===== src/rtl/rr_arbiter4.sv =====
// rr_arbiter4: 4-way round-robin arbiter, one grant at a time, rotating priority pointer.
// Latency: grant registered 1 cycle after a qualifying request; at least one IDLE cycle between grants.
// Backpressure: a grantee holds the grant while its req stays high; optional forced revoke under ARB_TIMEOUT_EN.
module rr_arbiter4 #(
  parameter int TIMEOUT_CYCLES = 16
) (
  input  logic       clk,
  input  logic       rst,
  input  logic       en,
  input  logic [3:0] req,
  output logic [3:0] gnt,
  output logic [1:0] gnt_id,
  output logic       gnt_valid,
  output logic       timeout
);

  typedef enum logic {
    IDLE = 1'b0,
    BUSY = 1'b1
  } state_t;

  state_t     state;
  logic [1:0] ptr;
  logic       pick_vld;
  logic [1:0] pick_id;
  logic [1:0] idx;

  // Reject out-of-range timeout limits at elaboration time.
  if ((TIMEOUT_CYCLES < 2) || (TIMEOUT_CYCLES > 255)) begin : g_bad_cfg
    $error("rr_arbiter4: TIMEOUT_CYCLES must be in 2..255");
  end

  // Rotating priority search: walk from ptr+3 down to ptr so the lowest offset wins last.
  always_comb begin
    pick_vld = 1'b0;
    pick_id  = ptr;
    idx      = ptr;
    for (int k = 3; k >= 0; k--) begin
      idx = ptr + 2'(k);
      if (req[idx]) begin
        pick_vld = 1'b1;
        pick_id  = idx;
      end
    end
  end

`ifdef ARB_TIMEOUT_EN
  localparam logic [7:0] TO_LIMIT = 8'(TIMEOUT_CYCLES);

  // Counts the cycle number of the current grant; 1 during the first granted cycle.
  logic [7:0] timer;

  // Grant FSM with hold-time limit; revoke behaves like a release plus a one-cycle timeout pulse.
  always_ff @(posedge clk or posedge rst) begin
    if (rst) begin
      state     <= IDLE;
      ptr       <= 2'd0;
      gnt       <= 4'd0;
      gnt_id    <= 2'd0;
      gnt_valid <= 1'b0;
      timer     <= 8'd0;
      timeout   <= 1'b0;
    end else begin
      timeout <= 1'b0;
      case (state)
        IDLE: begin
          if (en && pick_vld) begin
            state     <= BUSY;
            gnt       <= 4'b0001 << pick_id;
            gnt_id    <= pick_id;
            gnt_valid <= 1'b1;
            timer     <= 8'd1;
          end
        end
        BUSY: begin
          if (!req[gnt_id]) begin
            state     <= IDLE;
            gnt       <= 4'd0;
            gnt_id    <= 2'd0;
            gnt_valid <= 1'b0;
            ptr       <= gnt_id + 2'd1;
            timer     <= 8'd0;
          end else if (timer == TO_LIMIT) begin
            state     <= IDLE;
            gnt       <= 4'd0;
            gnt_id    <= 2'd0;
            gnt_valid <= 1'b0;
            ptr       <= gnt_id + 2'd1;
            timer     <= 8'd0;
            timeout   <= 1'b1;
          end else begin
            timer <= timer + 8'd1;
          end
        end
        default: state <= IDLE;
      endcase
    end
  end
`else
  // Without the hold-time limit a grant lasts until its requester releases.
  assign timeout = 1'b0;

  // Grant FSM: issue from IDLE when enabled, hold in BUSY until the grantee drops its request.
  always_ff @(posedge clk or posedge rst) begin
    if (rst) begin
      state     <= IDLE;
      ptr       <= 2'd0;
      gnt       <= 4'd0;
      gnt_id    <= 2'd0;
      gnt_valid <= 1'b0;
    end else begin
      case (state)
        IDLE: begin
          if (en && pick_vld) begin
            state     <= BUSY;
            gnt       <= 4'b0001 << pick_id;
            gnt_id    <= pick_id;
            gnt_valid <= 1'b1;
          end
        end
        BUSY: begin
          if (!req[gnt_id]) begin
            state     <= IDLE;
            gnt       <= 4'd0;
            gnt_id    <= 2'd0;
            gnt_valid <= 1'b0;
            ptr       <= gnt_id + 2'd1;
          end
        end
        default: state <= IDLE;
      endcase
    end
  end
`endif

endmodule


===== config.mk =====
export PLATFORM = sky130hd
export DESIGN_NAME = rr_arbiter4
export DESIGN_NICKNAME = d
export VERILOG_FILES = /design/src/rtl/rr_arbiter4.sv
export SDC_FILE = /design/constraint.sdc
export NUM_CORES = 1
export LEC_CHECK = 0
export BUFFER_PORTS_ARGS = -buffer_cell sky130_fd_sc_hd__buf_2
export CORE_MARGIN = 3
export CORE_UTILIZATION = 30
export CTS_CLUSTER_DIAMETER = 30
export CTS_CLUSTER_SIZE = 16
export DETAILED_ROUTE_END_ITERATION = 8
export HOLD_SLACK_MARGIN = 0.03
export SLEW_MARGIN = 40
export SYNTH_ARGS = -nofsm -noshare
export SYNTH_HDL_FRONTEND = slang
export SYNTH_SLANG_ARGS = --single-unit

===== constraint.sdc =====
create_clock -name clk -period 1.61 [get_ports clk]
set_clock_uncertainty 0.15 [all_clocks]
set_input_delay 0.322 -clock clk [delete_from_list [all_inputs] [get_ports clk]]
set_output_delay 0.322 -clock clk [all_outputs]
set_load 0.02 [all_outputs]

==> impl_metrics.py, run 1 <==
metrics = {
    "outcome": {
        "status": "complete, but fails checks",
        "violations": "setup timing",
    },
    "cts": {
        "clk_path_buf_depth": 2,
        "clock-sinks": 10,
        "cts_tree": "yes",
        "htree_levels": 1,
        "clock_latency_ps": 270,
        "cts_made_buffers": 3,
        "cts-root-buf": "clkbuf_4",
        "cts.clk_slew.worst_paths_ps": 60,
    },
    "power_and_ir_drop": {
        "total_power_mw": 1.47,
        "power_density_nw_per_um2": 1910,
        "internal_power_uw": 812,
        "p_sw_uw": 657,
        "peakVddDrop_mv": 1.02,
        "switching_share": 0.447,
        "leakage_nw": 0.379,
        "seq_power_share": 0.336,
        "p_comb_frac": 0.544,
        "power_frac_clock": 0.120,
    },
    "global_route": {
        "grt_use_total": 0.118,
        "antenna_found_initial": 0,
        "grt_pass1_wl_um": 2130,
        "use_met1": 0.153,
        "grt_pass1_vias": 458,
        "gr-usage-met2": 0.170,
        "top_usage_layer": "met2",
        "gr-total-overflow": 0,
        "gr-usage-met3": 0.0550,
        "grt_max_degree": 15,
    },
    "routing": {
        "via_per_inst": 4.82,
        "vias": 506,
        "wl_per_cell_um": 12.7,
        "drt_pass1_iterations": 4,
        "first_iter_violations": 8,
        "wl_um": 1340,
        "final_antenna_net_count": 0,
        "drc_errors": 0,
    },
    "hold_path": {
        "worstHoldPathType": "register to register",
        "hp-start": "gnt[2]",
    },
    "die": {
        "pin_count": 15,
        "start_util": 0.344,
        "die_y_um": 49.2,
        "die_x_um": 49.2,
        "coreArea_sq_um": 1630,
        "die-area_sq_um": 2420,
        "fp-row-count": 14,
    },
    "critical_path": {
        "crit_type": "register to register",
        "cp-start-kind": "register",
        "cp-startpoint": "gnt_id[1]",
        "cp-end-kind": "register",
        "required_ps": 1580,
        "cp_data_arrival_time_ps": 1580,
        "path_max_fanout": 6,
        "rr_startpoint": "gnt_id[1]",
    },
    "cells_and_area": {
        "n_antenna_cell": 0,
        "final_common_cell": "buf_2",
        "layout_common_cells": "13 x buf_2, 9 x dfrtp_1, 8 x buf_4",
        "multiInputGateArea_sq_um": 309,
        "final_nets": 89,
        "drive_above_1_share": 0.457,
        "fill_cells": 157,
        "synthToLayoutAreaGrowth_pct": 37.5,
        "instances_no_fill": 105,
        "ff_latch_area_sq_um": 251,
    },
    "synth": {
        "syn_area_per_cell_sq_um": 9.83,
        "ys_types": 26,
        "synthesis.area_sq_um": 561,
        "synth_seq_cells": 10,
        "syn_inst": 57,
        "ys_seq_area_frac": 0.446,
        "yosysWarnings": 0,
        "syn-num-nets": 64,
    },
    "sta": {
        "rsz0062_at_grt": "true",
        "timing.final.ws_setup_ps": -0.394,
        "tns_ps": -0.394,
        "finalCritPeriodShare": 1.00,
        "worst_slew_pin_slew_ps": 509,
        "hold_violations": 0,
        "drv_slew": 0,
        "timing.hold.ws_ps": 345,
        "setup_viol": 1,
        "slew_headroom": 0.660,
        "max_freq_mhz": 621,
        "post-route-min-period_ps": 1610,
    },
    "run": {
        "drv_cap": 0,
    },
    "placement": {
        "post-place-ws_ps": -13.0,
        "place.port_buffers": 13,
        "dp.cells": 97,
        "finalWeightedCongestion": 0.735,
        "place_hpwl_um": 953,
    },
}
-- critical path, stage by stage, from the launching register on --
cell      delay [ps]
dfrtp_2          400
mux4_2           540
nand2b_4         210
nand3_2          100
o31ai_2           70
-- Yosys cell counts --
master / count / area share
dfrtp_1: 10 / 0.45
nand3_1: 6 / 0.054
inv_1: 5 / 0.033
a21oi_1: 4 / 0.036
o31ai_1: 4 / 0.054
nand2_1: 3 / 0.020
o21ai_1: 3 / 0.027
buf_4: 2 / 0.027
nor2_1: 2 / 0.013
nor2b_1: 2 / 0.022
a211o_1: 1 / 0.016
a21boi_0: 1 / 0.013
a21o_1: 1 / 0.013
a21oi_2: 1 / 0.016
a2bb2oi_1: 1 / 0.016
buf_6: 1 / 0.020
conb_1: 1 / 0.0067
mux4_2: 1 / 0.040
nand2b_4: 1 / 0.025
nor2_4: 1 / 0.020
nor3_1: 1 / 0.0089
o21a_1: 1 / 0.013
o21ai_0: 1 / 0.0089
o221a_2: 1 / 0.020
o221ai_1: 1 / 0.016
xor2_1: 1 / 0.016
-- cells by family (layout without fill, tap and decap cells) --
group | after synthesis | after routing | share of synthesized area
mux | 1 | 1 | 0.0402
compound gates | 20 | 20 | 0.248
other cells | 1 | 1 | 0.00669
simple gates | 16 | 17 | 0.163
xor+xnor | 1 | 1 | 0.0156
buf+inv | 8 | 31 | 0.0804
flops | 10 | 10 | 0.446
-- registers in the layout, indices dropped and copies added, names as in the netlist --
name / count
state: 1
gnt_valid: 1
gnt: 4
gnt_id: 2
ptr: 2
-- per-layer routing --
layer	routed length [um]	vias to the layer above
met3	81	2
met1	640	237
met5	0	-
met4	13	0
met2	600	16
li1	-	251
-- repair_timing --
action	CTS	global route
pin swaps	0	2
cloned	1	0
hold endpoints to repair	10	0
buffers inserted	0	2
setup endpoints to repair	6	8
gates resized for setup	1	4
hold buffers	1	0
-- metrics by stage --
| stage | cell area (sq um) | util |
|---|---|---|
| after floorplan | 572 | - |
| after global placement | 686 | 0.421 |
| after detailed placement | 686 | 0.421 |
| after CTS | 736 | 0.452 |
| after global routing | 771 | 0.473 |
| final | 771 | 0.473 |
-- cell type report --
| type | count | area share |
|---|---|---|
| multi-input cells | 40 | 0.401 |
| inverters | 5 | 0.0244 |
| flip-flops and latches | 10 | 0.326 |
| repair buffers | 22 | 0.175 |
| clock buffers | 4 | 0.0341 |
| well taps | 24 | 0.0390 |
-- worst paths after layout --
path                             endpoint  slack (ps)  cells after the start
worst max-delay path               gnt[1]        -0.4                      4
worst min-delay path               gnt[2]         350                      2
worst max register to register     gnt[1]        -0.4                      4
worst min register to register     gnt[2]         350                      2
max in group asynchronous       gnt_id[1]         610                      3
min in group asynchronous           state         420                      3
-- power by group through the flow --
| stage | Clock, mW | Sequential [mW] | Combinational, mW |
|---|---|---|---|
| 3_3_place_gp | 0 | 0.487 | 0.688 |
| 5_1_grt | 0.202 | 0.515 | 0.871 |
| 6_report | 0.176 | 0.494 | 0.799 |
| 4_1_cts | 0.186 | 0.494 | 0.732 |
| 2_1_floorplan | 0 | 0.589 | 0.416 |
| 3_5_place_dp | 0 | 0.489 | 0.696 |
No activity file was read; power rests on OpenSTA's default activity.
==> run 2, diff against run 1 <==
--- a/config.mk
+++ b/config.mk
@@ -12,6 +12,7 @@
 export CTS_CLUSTER_SIZE = 16
 export DETAILED_ROUTE_END_ITERATION = 8
 export HOLD_SLACK_MARGIN = 0.03
+export SKIP_CTS_REPAIR_TIMING = 1
 export SLEW_MARGIN = 40
 export SYNTH_ARGS = -nofsm -noshare
 export SYNTH_HDL_FRONTEND = slang
==> run 2 against run 1 <==
Effect of this change:
- the run still ends with setup timing left
- fmax is 0.30% lower
- critical path depth did not move
- largest power group unchanged
- worst hold slack improved by 0.80 ps
- final cell count is the same
- sequential cell count did not move
- core utilization stayed put
- via count fell by 0.99%
- combinational power about the same
- first-iteration DRC count rose by 50%
- clock power is essentially flat
- wire length up 0.52%
- register-to-register slack is essentially flat
==> impl_metrics.py, run 2 (synthesized netlist as in run 1, its figures left out) <==
metrics = {
    "outcome": {
        "status": "complete, but fails checks",
        "violations": "setup timing",
    },
    "power_and_ir_drop": {
        "leakage_nw": 0.379,
        "power_density_nw_per_um2": 1910,
        "switching_share": 0.447,
        "internal_power_uw": 812,
        "seq_power_share": 0.336,
        "p_sw_uw": 658,
        "p_comb_frac": 0.545,
        "total_power_mw": 1.47,
        "peakVddDrop_mv": 1.01,
        "power_frac_clock": 0.120,
    },
    "cells_and_area": {
        "fin_util": 0.473,
        "n_antenna_cell": 0,
        "top_regs": "gnt x4, gnt_id x2, ptr x2",
        "drive_above_1_share": 0.457,
        "final_common_cell": "buf_2",
        "instances_no_fill": 105,
        "final_nets": 89,
        "layout_common_cells": "13 x buf_2, 9 x dfrtp_1, 8 x buf_4",
        "synthToLayoutAreaGrowth_pct": 37.5,
        "regMostFlops": "gnt",
        "fin_area_sq_um": 771,
        "largest_register_ffs": 4,
    },
    "sta": {
        "timing.hold.ws_ps": 346,
        "slew_headroom": 0.661,
        "hold_violations": 0,
        "max_freq_mhz": 619,
        "drv_slew": 0,
        "setup_viol": 2,
        "post-route-min-period_ps": 1620,
        "rsz0062_at_grt": "true",
        "worst_slew_pin_slew_ps": 509,
        "finalCritPeriodShare": 1.00,
        "timing.final.ws_setup_ps": -5.19,
        "tns_ps": -6.72,
    },
    "die": {
        "start_util": 0.344,
        "die-area_sq_um": 2420,
        "fp-row-count": 14,
        "die_y_um": 49.2,
        "coreArea_sq_um": 1630,
        "pin_count": 15,
        "die_x_um": 49.2,
    },
    "global_route": {
        "grt_use_total": 0.114,
        "gr-total-overflow": 0,
        "top_usage_layer": "met2",
        "use_met1": 0.146,
        "grt_pass1_vias": 450,
        "grt_pass1_wl_um": 2040,
        "gr-usage-met2": 0.163,
        "grt_max_degree": 15,
        "antenna_found_initial": 0,
        "gr-usage-met3": 0.0550,
    },
    "placement": {
        "post-place-ws_ps": -13.0,
        "placed_area_sq_um": 686,
        "place_hpwl_um": 953,
        "place.port_buffers": 13,
        "finalWeightedCongestion": 0.735,
        "dp.cells": 97,
    },
    "routing": {
        "final_antenna_net_count": 0,
        "drt_pass1_iterations": 4,
        "wl_per_cell_um": 12.8,
        "vias": 501,
        "wl_um": 1340,
        "drc_errors": 0,
        "first_iter_violations": 12,
        "via_per_inst": 4.77,
    },
    "critical_path": {
        "cp-start-kind": "register",
        "cp_data_arrival_time_ps": 1590,
        "slowest_stage": "mux4_2",
        "cp-end-kind": "register",
        "worst_path_largest_cell_delay_ps": 540,
        "crit_type": "register to register",
        "path_cells": "mux4_2 > nand2b_4 > nand3_2 > o31ai_2",
        "path_max_fanout": 6,
        "ff2ff_path_depth": 4,
        "required_ps": 1580,
    },
    "cts": {
        "clk_path_buf_depth": 2,
        "cts.clk_slew.worst_paths_ps": 60,
        "clock-sinks": 10,
        "cts-root-buf": "clkbuf_4",
        "clock_latency_ps": 270,
        "htree_levels": 1,
        "cts_made_buffers": 3,
        "cts_tree": "yes",
    },
    "hold_path": {
        "worstHoldPathType": "register to register",
        "min_path_cells": 2,
    },
    "run": {
        "drv_cap": 0,
    },
}
[run 2: routing by layer]
metal / vias up / routed length [um]
li1: 251 / -
met1: 233 / 639
met2: 15 / 607
met3: 2 / 82
met4: 0 / 13
met5: - / 0
[run 2: cell type report]
cell class | instances | area, sq um
sequential | 10 | 251
inverter | 5 | 18.8
fill | 157 | 858
timing repair buffer | 22 | 135
clock buffer | 4 | 26.3
tap | 24 | 30.0
multi-input combinational | 40 | 309
[run 2: power groups by stage]
stage / combinational, mW / sequential, mW / clock, mW
floorplan: 0.416 / 0.589 / 0
global placement: 0.688 / 0.487 / 0
detailed placement: 0.696 / 0.489 / 0
CTS: 0.702 / 0.484 / 0.186
global route: 0.871 / 0.515 / 0.202
finish: 0.801 / 0.494 / 0.176
[run 2: worst max-delay path, delay by kind of cell (launching register included)]
family | cells | cell delay, ps
AOI/OAI and AO/OA | 1 | 70
DFF | 1 | 400
muxes | 1 | 540
and+or+nand+nor | 2 | 310
[run 2: final timing paths]
path	slack (ps)	start	to
min	350	gnt[2]	gnt[2]
max in group asynchronous	610	rst	gnt_id[1]
min reg2reg	350	gnt[2]	gnt[2]
min in group asynchronous	410	rst	state
max	-5	gnt_id[1]	gnt[1]
max reg2reg	-5	gnt_id[1]	gnt[1]
